File: src/rtl/lcd_bus_receiver.sv
// lcd_bus_receiver: responder for the 8-bit parallel LCD write bus.
// Decodes CASET/PASET/RAMWR/SWRESET/DISPON/DISPOFF and emits one pixel
// event, with its screen coordinates, for each RGB565 byte pair.
module lcd_bus_receiver #(
  parameter int WIDTH  = 320,
  parameter int HEIGHT = 240
) (
  input  logic        clk,
  input  logic        nrst,
  input  logic        wr,
  input  logic        dcx,
  input  logic [7:0]  D,
  output logic        px_valid,
  output logic [8:0]  px_x,
  output logic [8:0]  px_y,
  output logic [15:0] px_color,
  output logic        frame_done,
  output logic        cmd_valid,
  output logic [7:0]  cmd_byte,
  output logic        disp_on,
  output logic        cfg_err
);

  // Range limits kept at full argument width so out-of-range high bytes are caught.
  localparam logic [15:0] WIDTH16  = 16'(WIDTH);
  localparam logic [15:0] HEIGHT16 = 16'(HEIGHT);
  localparam logic [8:0]  EC_RST   = 9'(WIDTH - 1);
  localparam logic [8:0]  EP_RST   = 9'(HEIGHT - 1);

  typedef enum logic [3:0] {
    IDLE, CA0, CA1, CA2, CA3, PA0, PA1, PA2, PA3, WR_HI, WR_LO, SKIP
  } state_t;

  state_t      state, state_next;
  logic        wr_q;
  logic [15:0] arg_start, arg_start_next;
  logic [7:0]  arg_end_hi, arg_end_hi_next;
  logic [8:0]  sc, sc_next, ec, ec_next, sp, sp_next, ep, ep_next;
  logic [8:0]  x, x_next, y, y_next;
  logic [7:0]  hi_byte, hi_byte_next;
  logic        px_valid_next, frame_done_next, cmd_valid_next;
  logic [8:0]  px_x_next, px_y_next;
  logic [15:0] px_color_next;
  logic [7:0]  cmd_byte_next;
  logic        disp_on_next, cfg_err_next;

  logic        stb;
  logic [15:0] arg_end;

  assign stb     = wr & ~wr_q;
  assign arg_end = {arg_end_hi, D};

  // State and datapath registers; async reset drops any partial pixel.
  always_ff @(posedge clk or negedge nrst) begin
    if (!nrst) begin
      state      <= IDLE;
      wr_q       <= 1'b0;
      arg_start  <= '0;
      arg_end_hi <= '0;
      sc         <= '0;
      ec         <= EC_RST;
      sp         <= '0;
      ep         <= EP_RST;
      x          <= '0;
      y          <= '0;
      hi_byte    <= '0;
      px_valid   <= 1'b0;
      px_x       <= '0;
      px_y       <= '0;
      px_color   <= '0;
      frame_done <= 1'b0;
      cmd_valid  <= 1'b0;
      cmd_byte   <= '0;
      disp_on    <= 1'b0;
      cfg_err    <= 1'b0;
    end else begin
      state      <= state_next;
      wr_q       <= wr;
      arg_start  <= arg_start_next;
      arg_end_hi <= arg_end_hi_next;
      sc         <= sc_next;
      ec         <= ec_next;
      sp         <= sp_next;
      ep         <= ep_next;
      x          <= x_next;
      y          <= y_next;
      hi_byte    <= hi_byte_next;
      px_valid   <= px_valid_next;
      px_x       <= px_x_next;
      px_y       <= px_y_next;
      px_color   <= px_color_next;
      frame_done <= frame_done_next;
      cmd_valid  <= cmd_valid_next;
      cmd_byte   <= cmd_byte_next;
      disp_on    <= disp_on_next;
      cfg_err    <= cfg_err_next;
    end
  end

  // Byte decoder: commands always win, data bytes act on the current state.
  always_comb begin
    state_next      = state;
    arg_start_next  = arg_start;
    arg_end_hi_next = arg_end_hi;
    sc_next         = sc;
    ec_next         = ec;
    sp_next         = sp;
    ep_next         = ep;
    x_next          = x;
    y_next          = y;
    hi_byte_next    = hi_byte;
    px_valid_next   = 1'b0;
    px_x_next       = px_x;
    px_y_next       = px_y;
    px_color_next   = px_color;
    frame_done_next = 1'b0;
    cmd_valid_next  = 1'b0;
    cmd_byte_next   = cmd_byte;
    disp_on_next    = disp_on;
    cfg_err_next    = cfg_err;

    if (stb) begin
      if (!dcx) begin
        cmd_valid_next = 1'b1;
        cmd_byte_next  = D;
        case (D)
          8'h2A: state_next = CA0;
          8'h2B: state_next = PA0;
          8'h2C: begin
            state_next = WR_HI;
            x_next     = sc;
            y_next     = sp;
          end
          8'h01: begin
            state_next   = IDLE;
            sc_next      = '0;
            ec_next      = EC_RST;
            sp_next      = '0;
            ep_next      = EP_RST;
            disp_on_next = 1'b0;
            cfg_err_next = 1'b0;
          end
          8'h29: begin
            state_next   = IDLE;
            disp_on_next = 1'b1;
          end
          8'h28: begin
            state_next   = IDLE;
            disp_on_next = 1'b0;
          end
          default: state_next = SKIP;
        endcase
      end else begin
        case (state)
          CA0: begin arg_start_next[15:8] = D; state_next = CA1; end
          CA1: begin arg_start_next[7:0]  = D; state_next = CA2; end
          CA2: begin arg_end_hi_next      = D; state_next = CA3; end
          CA3: begin
            if ((arg_start > arg_end) || (arg_end >= WIDTH16)) begin
              cfg_err_next = 1'b1;
            end else begin
              sc_next = arg_start[8:0];
              ec_next = arg_end[8:0];
            end
            state_next = IDLE;
          end
          PA0: begin arg_start_next[15:8] = D; state_next = PA1; end
          PA1: begin arg_start_next[7:0]  = D; state_next = PA2; end
          PA2: begin arg_end_hi_next      = D; state_next = PA3; end
          PA3: begin
            if ((arg_start > arg_end) || (arg_end >= HEIGHT16)) begin
              cfg_err_next = 1'b1;
            end else begin
              sp_next = arg_start[8:0];
              ep_next = arg_end[8:0];
            end
            state_next = IDLE;
          end
          WR_HI: begin
            hi_byte_next = D;
            state_next   = WR_LO;
          end
          WR_LO: begin
            px_valid_next = 1'b1;
            px_x_next     = x;
            px_y_next     = y;
            px_color_next = {hi_byte, D};
            state_next    = WR_HI;
            // Raster advance inside the window, wrapping to its origin.
            if (x != ec) begin
              x_next = x + 9'd1;
            end else if (y != ep) begin
              x_next = sc;
              y_next = y + 9'd1;
            end else begin
              x_next          = sc;
              y_next          = sp;
              frame_done_next = 1'b1;
            end
          end
          default: state_next = state;
        endcase
      end
    end
  end

endmodule

File: config.mk
export PLATFORM = sky130hd
export DESIGN_NAME = lcd_bus_receiver
export DESIGN_NICKNAME = d
export VERILOG_FILES = /design/src/rtl/lcd_bus_receiver.sv
export SDC_FILE = /design/constraint.sdc
export NUM_CORES = 1
export LEC_CHECK = 0
export BUFFER_PORTS_ARGS = -buffer_cell sky130_fd_sc_hd__buf_2
export CORE_MARGIN = 3
export CORE_UTILIZATION = 60
export DETAILED_ROUTE_END_ITERATION = 16
export PLACE_DENSITY = 0.78
export SLEW_MARGIN = 10
export SYNTH_ARGS = -nofsm -noshare
export SYNTH_HDL_FRONTEND = slang
export SYNTH_SLANG_ARGS = --single-unit
export TNS_END_PERCENT = 5
File: constraint.sdc
create_clock -name clk -period 3.12 [get_ports clk]
set_input_delay 0 -clock clk [delete_from_list [all_inputs] [get_ports clk]]
set_output_delay 0 -clock clk [all_outputs]
set_load 0.005 [all_outputs]
==> flow_metrics.py <==
metrics = {
    "routing": {
        "totalWireLength_mm": 17.5,
        "ant_nets": 0,
        "vias_per_cell": 6.35,
        "drcViolationCount": 0,
        "num_vias": 5602,
        "avgRoutedWirePerCell_um": 19.9,
        "drt-initial-drc-count": 605,
        "dr.pass1.iters": 5,
    },
    "sta": {
        "min_period_over_period_pct": 78.8,
        "drv_slew": 0,
        "rsz0062_at_grt": "no",
        "whs_ps": 48.5,
        "period_minus_slack_ps": 2460,
        "fmax_mhz": 407,
        "fin_ws_ps": 662,
        "maxSlewHeadroom_pct": 33.4,
        "finalSetupViolations": 0,
        "tns_ps": 0,
        "worst_pin_slew_ps": 999,
        "fin_skew_ps": 9.86,
        "finalHoldViolCount": 0,
    },
    "cts": {
        "clock_latency_ps": 430,
        "cts_sinks": 138,
        "cts_tree": "built",
        "post_cts_buffers": 0,
        "clock_path_buffers": 2,
        "hold_buffers": 10,
        "cts_resized": 0,
        "clockRootBuffer": "clkbuf_16",
        "h-tree-depth": 4,
        "cts_made_buffers": 17,
        "clk_pin_slew_ps": 60,
    },
    "logic_synthesis": {
        "synth-simple-area-share_pct": 17.2,
        "synth_top_family_by_area": "simple AND/OR/NAND/NOR gates",
        "syn_inst": 678,
        "synth_fa_ha_area_share_pct": 3.22,
        "ys.flop_type": "dfrtp_1",
        "synthMuxAreaShare_pct": 9.27,
        "synth_xor_area_share_pct": 2.25,
        "synth_edf_count": 0,
        "synth_fp_nets": 708,
        "ys_types": 62,
        "yosys_warnings": 0,
        "syn_area_per_cell_um2": 10.3,
        "synth_compound_area_share_pct": 13.8,
        "syn_area_um2": 6990,
        "async_flop_share_pct": 100,
        "synth_seq_cells": 138,
        "yosysSeqAreaShare_pct": 49.6,
    },
    "placement": {
        "place.gp.congestion": 0.937,
        "placed_area_um2": 7350,
        "dp.final_hpwl_mm": 12.0,
        "io_buffer_count": 58,
        "dp_worst_setup_slack_ps": 742,
    },
    "job": {
        "drv_cap": 0,
    },
    "die": {
        "fp.coreArea_um2": 11100,
        "die_x_um": 114,
        "die-area_um2": 13000,
        "ios": 59,
        "dieHeight_um": 114,
        "rows": 38,
        "start_util_pct": 62.8,
    },
    "outcome": {
        "status": "complete, no violations",
    },
    "grt": {
        "grt_use_total_pct": 28.5,
        "gr-total-overflow": 0,
        "grt_pass1_vias": 5670,
        "grt_max_degree": 108,
        "grt_pass1_wl_mm": 28.9,
        "grt_antenna_before_repair": 0,
    },
    "setup_path": {
        "start_kind": "register",
        "critPathKind": "register to register",
        "crit_fanout": 11,
        "crit_arrival_ps": 2740,
        "required_ps": 3400,
        "critPathCaptureType": "register",
    },
    "power": {
        "peakVddDrop_uv": 492,
        "power.density_nw_per_um2": 736,
        "power.leakage_nw": 3.65,
    },
    "cells_and_area": {
        "nFillCells": 813,
        "n_antenna_cell": 0,
        "fin_area_um2": 8050,
        "synthToLayoutAreaGrowth_pct": 15.1,
        "drive_gt1_share_pct": 27.1,
        "finalNetCount": 759,
    },
    "worst_hold_path": {
        "worstHoldPathType": "primary input to register",
    },
}
==> per-layer routing <==
layer	global-route usage, %	vias to the layer above	part of all wire, %
li1	-	2576	-
met1	37.5	2793	42
met2	46.4	201	50
met3	5.99	32	5.6
met4	11.2	0	2.2
met5	0	-	0
==> through the flow <==
stage | utilization [%] | power [W] | instances
final | 72.3 | 0.00593 | 882
after global routing | 72.3 | 0.00628 | 882
after CTS | 72.3 | 0.00595 | 882
after detailed placement | 66.1 | 0.00389 | 840
after global placement | 66.1 | 0.00381 | 840
after floorplan | - | 0.00342 | 678
==> sequential cells by signal, summed over array words and instances (netlist names) <==
signal / count
cmd_valid: 1
frame_done: 1
arg_end_hi: 8
hi_byte: 8
sp: 9
px_y: 9
x: 9
cmd_byte: 8
px_x: 9
px_color: 16
state: 4
y: 9
arg_start: 16
disp_on: 1
cfg_err: 1
ep: 9
ec: 9
sc: 9
px_valid: 1
wr_q: 1
==> path summary, 6_finish.rpt <==
kind	cells after the start	end	slack [ps]	startpoint
worst max-delay path	8	sc[2]$_DFFE_PN0P_	660	arg_end_hi[1]$_DFFE_PN0P_
worst min-delay path	3	cmd_valid$_DFF_PN0_	50	dcx
worst max register to register	8	sc[2]$_DFFE_PN0P_	660	arg_end_hi[1]$_DFFE_PN0P_
worst min register to register	2	arg_start[11]$_DFFE_PN0P_	490	arg_start[11]$_DFFE_PN0P_
max in group asynchronous	3	ec[3]$_DFFE_PN1P_	2010	nrst
min in group asynchronous	2	x[3]$_DFFE_PN0P_	210	nrst
==> layout by cell type (no fill, tap or decap), types with 7 or more instances in the layout <==
cell	n
a21oi_1	27
buf_2	57
buf_4	13
clkbuf_16	17
dfrtp_1	124
dfstp_2	14
dlygate4sd3_1	10
ha_1	18
inv_1	20
mux2_2	53
nand2_1	72
nand3_1	32
nand4_1	28
nand4b_1	7
nor2_1	26
nor3_1	15
o211ai_1	21
o21ai_0	54
o221a_2	13
or4_1	7
xnor2_1	7
xor2_1	11
==> synth_stat cells (4+ instances only) <==
cell type / n / area (um2)
mux2_2: 53 / 597
nand4_1: 28 / 175
nor3_1: 15 / 75.1
clkbuf_1: 29 / 109
dfstp_2: 14 / 368
nand4b_1: 7 / 61.3
nand3_1: 32 / 160
o21ai_0: 54 / 270
and2_1: 4 / 25.0
or4_1: 7 / 52.6
a31oi_1: 5 / 31.3
inv_1: 20 / 75.1
xor2_1: 11 / 96.3
o221a_2: 13 / 146
a21oi_1: 27 / 135
buf_4: 4 / 30.0
o211ai_1: 21 / 158
nor2b_1: 6 / 37.5
nor2_1: 27 / 101
or3_1: 5 / 31.3
nand2_1: 72 / 270
dfrtp_1: 124 / 3100
nor4_1: 5 / 31.3
ha_1: 18 / 225
xnor2_1: 7 / 61.3
buf_2: 12 / 60.1
mux2i_1: 4 / 40.0
==> area by class of cell <==
cell class              instances  area, um2  area share [%]
clock buffers                  18        429            5.33
clock inverters                14        168            2.08
inverters                      20       75.1           0.933
multi-input cells             470       3220            40.0
flip-flops and latches        138       3470            43.1
well taps                     140        175            2.18
repair buffers                 82        514            6.39
==> report_power, final <==
group | switching [W] | leakage [nW] | internal (W)
Sequential | 0.000374 | 1.78 | 0.00221
Combinational | 0.000695 | 1.59 | 0.000614
Clock | 0.000781 | 0.287 | 0.00126
==> worst max-delay path, cell delays in order, from the launching register on <==
cell	delay (ps)
dfrtp_1	380
inv_1	90
ha_1	250
a21oi_1	190
nor3_1	70
nor3_1	340
nand4_1	560
nand4_1	310
o211ai_1	110
==> cell families (layout without fill, tap and decap cells) <==
logic type,after synthesis,in the layout
compound gates,148,148
xor+xnor,18,18
fa+ha+maj,18,18
buf+inv,70,134
flops,138,138
mux,58,58
simple gates,228,228
(Power assumes the default switching activity.)
